## src/rtl/pow2_divider_seq.sv

```systemverilog
// Sequential power-of-two divider: quotient = dividend >> floor(log2(divisor)), with the shift
// spread over cycles, optional round-half-up, divide-by-zero saturation and a non-pow2 flag.
module pow2_divider_seq #(
   parameter int unsigned DIVIDEND_WIDTH = 96,
   parameter int unsigned DIVISOR_WIDTH  = 32,
   parameter int unsigned SHIFT_STEP     = 8,
   parameter bit          SIGNED         = 1'b0
) (
   input  logic                      clk,
   input  logic                      rst,
   input  logic                      in_valid,
   output logic                      in_ready,
   input  logic [DIVIDEND_WIDTH-1:0] dividend,
   input  logic [DIVISOR_WIDTH-1:0]  divisor,
   input  logic                      round_mode,
   output logic                      out_valid,
   input  logic                      out_ready,
   output logic [DIVIDEND_WIDTH-1:0] quotient,
   output logic                      div_by_zero,
   output logic                      not_pow2
);

   localparam int unsigned DW = DIVIDEND_WIDTH;
   localparam int unsigned VW = DIVISOR_WIDTH;
   localparam int unsigned KW = (VW > 1) ? $clog2(VW) : 1;
   localparam int unsigned SW = $clog2(SHIFT_STEP + 1);
   localparam int unsigned CW = (KW > SW) ? KW : SW;
   localparam logic [CW-1:0] STEP = CW'(SHIFT_STEP);
   localparam logic [DW-1:0] MINNEG = DW'(1) << (DW - 1);
   localparam logic [DW-1:0] MAXPOS = ~MINNEG;

   typedef enum logic [1:0] {StIdle, StLog2, StShift, StDone} state_e;

   state_e          state;
   logic [DW-1:0]   work_q;
   logic [VW-1:0]   divisor_q;
   logic            round_q;
   logic [CW-1:0]   remaining_q;

   logic [CW-1:0]   k_val;
   logic            multi_bit;
   logic [CW-1:0]   step_amt;
   logic [DW-1:0]   shifted;
   logic [DW-1:0]   round_mask;
   logic            round_bit;
   logic [DW-1:0]   rounded;
   logic [DW-1:0]   sat;

   always_comb begin
      k_val = '0;
      for (int i = 0; i < int'(VW); i++) begin
         if (divisor_q[i]) k_val = CW'(i);
      end
      multi_bit = |(divisor_q & (divisor_q - VW'(1)));

      step_amt = (remaining_q > STEP) ? STEP : remaining_q;
      if (SIGNED) shifted = $signed(work_q) >>> step_amt;
      else        shifted = work_q >> step_amt;

      // Last bit shifted out in this step; only the final step's value matters for rounding.
      round_mask = DW'(1) << (step_amt - CW'(1));
      round_bit  = |(work_q & round_mask);
      rounded    = shifted + DW'(round_bit);

      if (SIGNED) sat = work_q[DW-1] ? MINNEG : MAXPOS;
      else        sat = '1;
   end

   always_ff @(posedge clk) begin
      if (rst) begin
         state       <= StIdle;
         in_ready    <= 1'b1;
         out_valid   <= 1'b0;
         quotient    <= '0;
         div_by_zero <= 1'b0;
         not_pow2    <= 1'b0;
         work_q      <= '0;
         divisor_q   <= '0;
         round_q     <= 1'b0;
         remaining_q <= '0;
      end else begin
         unique case (state)
            StIdle: begin
               if (in_valid) begin
                  work_q    <= dividend;
                  divisor_q <= divisor;
                  round_q   <= round_mode;
                  in_ready  <= 1'b0;
                  state     <= StLog2;
               end
            end
            StLog2: begin
               not_pow2    <= multi_bit;
               div_by_zero <= (divisor_q == '0);
               if (divisor_q == '0) begin
                  quotient  <= sat;
                  out_valid <= 1'b1;
                  state     <= StDone;
               end else if (k_val == '0) begin
                  quotient  <= work_q;
                  out_valid <= 1'b1;
                  state     <= StDone;
               end else begin
                  remaining_q <= k_val;
                  state       <= StShift;
               end
            end
            StShift: begin
               work_q      <= shifted;
               remaining_q <= remaining_q - step_amt;
               if (remaining_q == step_amt) begin
                  quotient  <= round_q ? rounded : shifted;
                  out_valid <= 1'b1;
                  state     <= StDone;
               end
            end
            StDone: begin
               if (out_ready) begin
                  out_valid <= 1'b0;
                  in_ready  <= 1'b1;
                  state     <= StIdle;
               end
            end
            default: state <= StIdle;
         endcase
      end
   end

endmodule

```

## config.mk

```make
export PLATFORM = sky130hd
export DESIGN_NAME = pow2_divider_seq
export DESIGN_NICKNAME = d
export VERILOG_FILES = /design/src/rtl/pow2_divider_seq.sv
export SDC_FILE = /design/constraint.sdc
export NUM_CORES = 1
export LEC_CHECK = 0
export ABC_AREA = 0
export BUFFER_PORTS_ARGS = -buffer_cell sky130_fd_sc_hd__buf_2
export CELL_PAD_IN_SITES_DETAIL_PLACEMENT = 0
export CELL_PAD_IN_SITES_GLOBAL_PLACEMENT = 2
export CORE_ASPECT_RATIO = 1.25
export CORE_UTILIZATION = 35
export CTS_BUF_LIST = sky130_fd_sc_hd__clkbuf_2 sky130_fd_sc_hd__clkbuf_4 sky130_fd_sc_hd__clkbuf_8
export DETAILED_ROUTE_END_ITERATION = 16
export HOLD_SLACK_MARGIN = 0.05
export MAX_ROUTING_LAYER = met4
export PLACE_DENSITY_LB_ADDON = 0.1
export SLEW_MARGIN = 20
export SYNTH_ARGS = -nofsm -noshare
export SYNTH_HDL_FRONTEND = slang
export SYNTH_SLANG_ARGS = --single-unit
```

## constraint.sdc

```tcl
create_clock -name clk -period 6.2 [get_ports clk]
set_clock_uncertainty 0.1 [all_clocks]
set_input_delay 0 -clock clk [delete_from_list [all_inputs] [get_ports clk]]
set_output_delay 0 -clock clk [all_outputs]
set_load 0.1 [all_outputs]
```

==> results of run 1 <==
==> final timing paths <==
check	startpoint	to	slack, ns	depth (start not counted)
worst min register to register	quotient[34]	quotient[34]	0.35	2
worst min-delay path	dividend[7]	work_q[7]	0.11	4
worst max register to register	remaining_q[4]	quotient[83]	0.61	12
worst max-delay path	remaining_q[4]	quotient[83]	0.61	12
==> per-layer routing <==
metal	track usage [%]	up-vias	wire length [um]
met5	-	-	0
met4	33.3	0	11000
met3	5.63	425	6220
met2	62.2	1130	50500
met1	40.6	11400	38800
li1	-	10600	-
==> synthesized netlist by cell type (all sizes together), types with 25 or more instances <==
| cell | n | share of area [%] |
|---|---|---|
| nor2 | 309 | 6.0 |
| nand2 | 280 | 5.4 |
| dfxtp | 236 | 24 |
| a21oi | 233 | 6.0 |
| clkbuf | 182 | 3.5 |
| o21ai | 136 | 3.5 |
| a211oi | 124 | 4.8 |
| mux2i | 120 | 6.2 |
| buf | 96 | 2.9 |
| nor3 | 78 | 2.1 |
| nand3 | 63 | 1.7 |
| o211ai | 38 | 1.5 |
| nor4 | 36 | 1.4 |
| or3 | 35 | 1.1 |
| xnor2 | 35 | 1.6 |
| inv | 34 | 0.67 |
| o221ai | 33 | 1.5 |
| nand4 | 29 | 0.94 |
| a221oi | 27 | 1.3 |
| a31oi | 26 | 0.84 |
| or4 | 25 | 0.99 |
==> timing repair <==
action,4_1_cts,5_1_grt
resized for setup,0,0
endpoints found under the hold margin,160,0
setup buffers,0,0
hold buffers,268,0
==> area by class of cell <==
| cell class | instances | area [sq um] |
|---|---|---|
| fillers | 5675 | 29500 |
| clock buffers | 68 | 836 |
| multi-input cells | 2099 | 13300 |
| repair buffers | 594 | 4590 |
| inverters | 34 | 131 |
| clock inverters | 9 | 135 |
| flip-flops and latches | 236 | 4730 |
| well taps | 727 | 910 |
| diodes | 3 | 7.51 |
==> per-stage QoR <==
stage	total power (uW)	util, %	worst slack, ns	instance area [sq um]
2_1_floorplan	9910	-	0.963	19300
3_3_place_gp	13500	38.8	0.877	21000
3_5_place_dp	13500	38.8	0.734	21000
4_1_cts	15600	45.5	0.755	24700
5_1_grt	16500	45.5	0.409	24700
6_report	15800	45.5	0.605	24700
==> flip-flops by register name (all words and copies together), names as in the netlist <==
signal       cells
quotient        96
work_q          96
divisor_q       32
remaining_q      5
state            2
div_by_zero      1
in_ready         1
not_pow2         1
out_valid        1
round_q          1
==> critical path, delay by kind of cell (launching register included) <==
kind,cells,cell delay (ns)
xor+xnor,1,0.16
buf+inv,2,0.46
flops,1,0.48
simple gates,5,3.06
compound gates,4,1.21
==> cells by family (layout without fill, tap and decap cells) <==
kind of cell / Yosys count / count (layout) / share of synthesized area [%]
compound gates: 860 / 860 / 30.1
flops: 236 / 236 / 24.4
buf+inv: 312 / 705 / 7.16
other cells: 1 / 4 / 0.0194
xor+xnor: 55 / 55 / 2.49
mux: 160 / 160 / 9.47
simple gates: 1013 / 1013 / 25.7
fa+ha+maj: 10 / 10 / 0.608
==> power groups by stage <==
stage	combinational [uW]	sequential [uW]	clock (uW)
after floorplan	5870	4040	0
after global placement	10300	3190	0
after detailed placement	10300	3180	0
after CTS	10700	3160	1800
after global routing	11400	3240	1860
final	10900	3200	1750
==> out/results.ini, run 1 <==
[worst_setup_path]
worst_setup_path_end_kind = flip-flop
critPathMaxStageDelay_ns = 0.70
critPathSlowestCell = nor2_4
cp.arrival_ns = 6.04
crit_chain = buf_4 -> nor2_4 -> a21oi_1 -> o41ai_2 -> a21oi_1 -> buf_4 -> or4b_1 -> or4_4 -> or3_1 -> nor4_1 -> xor2_1 -> a221oi_1
path_max_fanout = 30
worstPathRequired_ns = 6.65
start_kind = flip-flop
critPathKind = flip-flop to flip-flop

[detailed_routing]
routed_wl_um = 106000
drcViolationCount = 0
vias_per_cell = 6.26
first_pass_iters = 6
num_vias = 23600
wl_per_cell_um = 28.2
drt_iter0_drc = 2099
postRouteAntennaNets = 0

[status]
status = completed

[yosys]
yosysWarnings = 0
synthFlopType = dfxtp_1
ys_seq_elements = 236
synth_nets = 2787
async_flop_share_pct = 0
ys_seq_area_share_pct = 24.4
syn_area_sq_um = 19300
synth-edff-count = 0
synth_cell_types = 103
syn_area_per_cell_sq_um = 7.31
syn_inst = 2647

[sta]
worst_pin_slew_ns = 1.12
drv_slew = 0
rsz0062_at_grt = false
fin_crit_sh_pct = 90.2
min_period_ns = 5.59
tns_ns = 0
slew_headroom_pct = 24.3
setup_viol = 0
hold_violations = 0
hold_ws_ns = 0.113
fmax_ghz = 0.179

[cts]
cts-buffers-inserted = 44
cts_sinks = 236
clockBufferDepth = 3
cts_tree = built
cts_htree_levels = 2
cts-root-buf = clkbuf_8
clock_latency_ns = 0.67
path_clk_slew_ns = 0.06

[power_and_ir_drop]
intPower_uw = 6350
power_frac_seq_pct = 20.2
peakVddDrop_mv = 0.465
swShare_pct = 59.9
powerDensity_nw_per_um2 = 641
pwr-share-comb_pct = 68.7
p_clk_share_pct = 11.1
p_switching_uw = 9480
leakagePower_uw = 0.00900

[finish]
final_cell_mix = 305 x nor2_1, 279 x nand2_1, 268 x dlygate4sd3_1, 233 x dfxtp_1
syn2layout_area_growth_pct = 27.6
finalNonFillerCells = 3770
drive_gt1_share_pct = 17.3
layout.nets = 3149
final_common_cell = nor2_1

[hold_path]
hold_path.class = input port to flip-flop

[global_route]
antenna_found_initial = 2
grt_usage_pct = 38.3
grt_pass1_vias = 22800
grt_pass1_wl_um = 154000
grt_max_degree = 90
gr-total-overflow = 0

[die]
initial_core_util_pct = 35.7
die_h_um = 265
fp.dieW_um = 212
boundaryPins = 233
row_count = 95
die_area_sq_um = 56200
core-area_sq_um = 54200

[place]
dp.cells = 3422
gp_congestion = 0.999
dp_hpwl_um = 75600
portBuffers = 232

[flow_run]
max_cap_viol_count = 0

(Power assumes the default switching activity.)
==> inputs of run 2 (changes only) <==
--- a/config.mk
+++ b/config.mk
@@ -15,7 +15,7 @@
 export DETAILED_ROUTE_END_ITERATION = 16
 export HOLD_SLACK_MARGIN = 0.05
 export MAX_ROUTING_LAYER = met4
-export PLACE_DENSITY_LB_ADDON = 0.1
+export PLACE_DENSITY = 0.79
 export SLEW_MARGIN = 20
 export SYNTH_ARGS = -nofsm -noshare
 export SYNTH_HDL_FRONTEND = slang
==> constraint.sdc (replaced) <==
create_clock -name clk -period 7.05 [get_ports clk]
set_clock_uncertainty 0.1 [all_clocks]
set_input_delay 0 -clock clk [delete_from_list [all_inputs] [get_ports clk]]
set_output_delay 0 -clock clk [all_outputs]
set_load 0.1 [all_outputs]
==> run 2 against run 1 <==
  * Sequential cell count unchanged
  * Largest cell class unchanged
  * Non-clock buffer count down 47
  * Maximum frequency down 2.9%
  * Count of clock-buffer cells in the layout down 1
  * Sequential share of layout area up 0.24 points
  * Critical path type unchanged
  * Clock power down 4%
  * Routed wire length down 4.6%
  * Global-route usage down 1.7 points
  * Total power down 14%
  * Sequential power down 11%
  * Combinational power down 17%
  * First-iteration DRC count down 0.81%
==> out/results.ini, run 2 (synthesized netlist as in run 1, its figures left out) <==
[power_and_ir_drop]
leakagePower_uw = 0.00883
peakVddDrop_mv = 0.307
powerDensity_nw_per_um2 = 560

[worst_setup_path]
cp.arrival_ns = 6.20
critPathMaxStageDelay_ns = 0.68
start_kind = flip-flop
worst_setup_path_end_kind = flip-flop
path_max_fanout = 64
critPathKind = flip-flop to flip-flop
crit_chain = buf_4 -> nor2_1 -> nor2_2 -> buf_4 -> o221ai_1 -> a311oi_1 -> nand4_1 -> nor4_2 -> nand2_1 -> nor4_2 -> nor3b_1 -> or4_1
cp_num_buf_inv = 2
critPathSlowestCell = buf_4
worstPathRequired_ns = 7.49
crit_family = simple AND/OR/NAND/NOR gates

[sta]
slew_headroom_pct = 19.1
fin_crit_sh_pct = 81.8
setup_viol = 0
rsz0062_at_grt = false
drv_slew = 0
worst_pin_slew_ns = 1.21
hold_ws_ns = 0.117
tns_ns = 0
hold_violations = 0
fmax_ghz = 0.174
min_period_ns = 5.76

[die]
die_h_um = 265
initial_core_util_pct = 35.7
fp.dieW_um = 212
core-area_sq_um = 54200
boundaryPins = 233
die_area_sq_um = 56200
row_count = 95

[global_route]
antenna_found_initial = 4
grt_pass1_vias = 22800
gr-total-overflow = 0
grt_usage_pct = 36.6
grt_max_degree = 87
grt_pass1_wl_um = 150000

[hold_path]
hold_path.class = input port to flip-flop

[cts]
cts-buffers-inserted = 45
cts_htree_levels = 2
cts-root-buf = clkbuf_8
cts_setup_buffers = 0
cts_tree = built
path_clk_slew_ns = 0.07
cts-resized-gates = 0
clockBufferDepth = 3
cts_sinks = 236
clock_latency_ns = 0.68
cts_hold_buf = 245

[finish]
reg_top3 = quotient x96, work_q x96, divisor_q x32
final_cell_mix = 305 x nor2_1, 278 x nand2_1, 245 x dlygate4sd3_1, 233 x dfxtp_1
fill_cells = 5609
final_area_sq_um = 24400
drive_gt1_share_pct = 16.9
layout.nets = 3103
syn2layout_area_growth_pct = 26.0
fin_util_pct = 45.0
final_common_cell = nor2_1

[detailed_routing]
first_pass_iters = 5
routed_wl_um = 102000
postRouteAntennaNets = 0
num_vias = 23300
drcViolationCount = 0
vias_per_cell = 6.25
wl_per_cell_um = 27.3
drt_iter0_drc = 2082

[place]
dp_hpwl_um = 70900
dpl_cell_area_sq_um = 20800
gp_congestion = 0.997
portBuffers = 232

[flow_run]
max_cap_viol_count = 0

[status]
status = completed

==> run 2: changes by cell type in the layout (fill, tap and decap cells not counted), sizes merged <==
cell,delta
buf,-24
dlygate4sd3,-23
bufinv,+2
clkinvlp,+2
clkbuf,-1
clkinv,+1
inv,+1
==> run 2: final cells by class <==
cell class                 count  area (sq um)  area share, %
sequential                   236          4730           19.4
multi-input combinational   2099         13300           54.7
timing repair buffer         547          4170           17.1
tap                          727           910           3.73
antenna                        3          7.51         0.0308
clock buffer                  67           860           3.53
clock inverter                15           223          0.914
inverter                      34           131          0.539
==> run 2: path summary, 6_finish.rpt <==
path | startpoint | end | slack [ns] | cells past startpoint
max | remaining_q[1] | quotient[93] | 1.29 | 12
min | dividend[82] | work_q[82] | 0.12 | 4
min reg2reg | quotient[38] | quotient[38] | 0.34 | 2
max reg2reg | remaining_q[1] | quotient[93] | 1.29 | 12
==> run 2: routing by layer <==
metal  vias up  global-route usage [%]  routed length (um)  part of all wire, %
li1      10500                       -                   -                    -
met1     11300                    40.3               38600                   38
met2      1112                    60.1               48800                   48
met3       375                    5.37                6130                  6.0
met4         0                    26.4                8100                  8.0
met5         -                       -                   0                    0
==> run 2: per-stage QoR <==
stage	power (uW)	instances	setup WS, ns
after floorplan	8710	2647	1.81
after global placement	11500	3398	1.52
after detailed placement	11500	3398	1.39
after CTS	13500	3725	1.36
after global routing	14300	3728	0.887
final	13600	3728	1.29
==> run 2: worst reg2reg max path: cells and delay by family, from the launching register on <==
family                 cells  cell delay (ns)
buffers and inverters      2             1.08
DFF                        1             0.60
AOI/OAI and AO/OA          2             0.90
and+or+nand+nor            8             2.95
==> run 2: report_power, final <==
part	switching, uW	internal, uW	total [uW]
clock network	711	972	1680
logic	6340	2760	9100
registers	1040	1810	2850
total	8090	5540	13600
==> inputs of run 3 (changes only) <==
==> constraint.sdc (replaced) <==
create_clock -name clk -period 5.5 [get_ports clk]
set_clock_uncertainty 0.1 [all_clocks]
set_input_delay 0 -clock clk [delete_from_list [all_inputs] [get_ports clk]]
set_output_delay 0 -clock clk [all_outputs]
set_load 0.1 [all_outputs]
==> run 3 against run 2 <==
  * Critical path type unchanged
  * Combinational power rose by 33%
  * Cell count grew 1.8%
  * Utilization is 0.86 points higher
  * Sequential power increased by 25%
  * Largest cell class unchanged
  * Die area stayed put
  * Critical endpoint is now quotient[61]
  * Maximum frequency is 12% higher
==> out/results.ini, run 3 (synthesized netlist as in run 1, its figures left out) <==
[status]
status = completed

[sta]
slew_headroom_pct = 24.6
fin_crit_sh_pct = 93.2
min_period_ns = 5.13
hold_ws_ns = 0.159
setup_viol = 0
rsz0062_at_grt = false
drv_slew = 0
tns_ns = 0
fmax_ghz = 0.195
hold_violations = 0
worst_pin_slew_ns = 1.13

[worst_setup_path]
worst_setup_path_end_kind = flip-flop
start_kind = flip-flop
r2r_cells = 14
critPathKind = flip-flop to flip-flop
worstPathRequired_ns = 5.95
endpoint = quotient[61]
cp.arrival_ns = 5.57
reg2reg_from = remaining_q[1]
crit_start = remaining_q[1]
r2r_slack_ns = 0.37
r2r-end = quotient[61]
path_max_fanout = 27

[cts]
cts-root-buf = clkbuf_8
cts_sinks = 236
clockBufferDepth = 3
cts_htree_levels = 2
clock_latency_ns = 0.66
cts_tree = built
cts-resized-gates = 0
path_clk_slew_ns = 0.07
cts-buffers-inserted = 44

[die]
boundaryPins = 233
fp.dieW_um = 212
initial_core_util_pct = 35.7
core-area_sq_um = 54200
die_h_um = 265
die_area_sq_um = 56200
row_count = 95

[global_route]
antenna_found_initial = 1
grt_pass1_wl_um = 152000
grt_usage_pct = 37.2
gr-total-overflow = 0
grt_max_degree = 89
grt_pass1_vias = 23400

[detailed_routing]
drcViolationCount = 0
vias_per_cell = 6.29
postRouteAntennaNets = 0
num_vias = 23900
routed_wl_um = 103000
first_pass_iters = 6
wl_per_cell_um = 27.2
drt_iter0_drc = 2028

[finish]
final_common_cell = nor2_1
final_cell_mix = 305 x nor2_1, 279 x nand2_1, 268 x dlygate4sd3_1, 233 x dfxtp_1
syn2layout_area_growth_pct = 28.4
finalNonFillerCells = 3794
drive_gt1_share_pct = 18.0
reg_top3 = quotient x96, work_q x96, divisor_q x32
layout.nets = 3178
fill_cells = 5522

[power_and_ir_drop]
p_clk_share_pct = 10.6
swShare_pct = 59.4
powerDensity_nw_per_um2 = 706
p_switching_uw = 10400
power_frac_seq_pct = 20.3
leakagePower_uw = 0.00914
total_power_uw = 17500
pwr-share-comb_pct = 69.1
intPower_uw = 7120
peakVddDrop_mv = 0.509

[place]
gp_congestion = 1.00
dp.cells = 3451
portBuffers = 232
dp_hpwl_um = 73400

[flow_run]
max_cap_viol_count = 0

[hold_path]
hold_path.class = input port to flip-flop

## run 3: changes by cell type in the layout (fill, tap and decap cells not counted), sizes merged
cell | previous run | this run
inv | 35 | 34
dlygate4sd3 | 245 | 268
clkinvlp | 2 | 0
diode | 3 | 2
bufinv | 5 | 1
buf | 302 | 355
clkbuf | 67 | 65
## run 3: cell type report
cell class                      instances  area (sq um)  area share (%)
Inverter                               34           131           0.529
Multi-Input combinational cell       2099         13300            53.7
Tap cell                              727           910            3.66
Timing Repair Buffer                  623          4820            19.4
Clock buffer                           65           820            3.30
Clock inverter                          8          80.1           0.322
Sequential cell                       236          4730            19.1
Antenna cell                            2          5.00          0.0202
## run 3: worst min path at each step
stage,start,endpoint,cells past startpoint
6_report,dividend[20],work_q[20],4
5_1_grt,dividend[38],work_q[38],4
4_1_cts,dividend[25],work_q[25],4
3_5_place_dp,divisor[16],divisor_q[16],3
3_3_place_gp,divisor[18],divisor_q[18],3
2_1_floorplan,divisor[1],divisor_q[1],2
## run 3: power groups by stage
stage                     Combinational (uW)  Clock (uW)  Sequential [uW]
final                                  12100        1860             3560
after global routing                   12800        1960             3610
after CTS                              11900        1890             3510
after detailed placement               11500           0             3540
after global placement                 11500           0             3540
after floorplan                         6620           0             4550
## run 3: worst max-delay path, cell delays in order (launching register included)
cell	delay, ns
dfxtp_4	0.51
buf_4	0.43
or3b_1	0.42
buf_4	0.18
mux2_1	0.32
a22oi_1	0.27
o211a_1	0.34
nand3_2	0.20
nor2_1	0.60
nand4_1	0.16
buf_4	0.21
buf_4	0.22
nor3_1	0.48
mux2_2	0.39
a22o_1	0.18
## run 3: stage by stage
stage | utilization [%] | instance area, sq um | worst slack (ns)
5_1_grt | 45.8 | 24800 | 0.104
3_3_place_gp | 39.2 | 21200 | 0.455
3_5_place_dp | 39.2 | 21200 | 0.463
4_1_cts | 45.8 | 24800 | 0.454
6_report | 45.8 | 24800 | 0.375
2_1_floorplan | - | 19300 | 0.263
## run 3: timing repair
| action | 4_1_cts | 5_1_grt |
|---|---|---|
| hold buffers | 268 | 0 |
| buffers inserted | 0 | 0 |
| hold endpoints to repair | 146 | 0 |
## run 3: metal layers
layer	share of wire, %	vias to the layer above	GRT usage, %	wire, um
met2	48	1151	61.8	49800
li1	-	10700	-	-
met5	0	-	-	0
met3	5.7	425	4.16	5890
met1	37	11600	40.1	37700
met4	9.4	0	29.5	9650
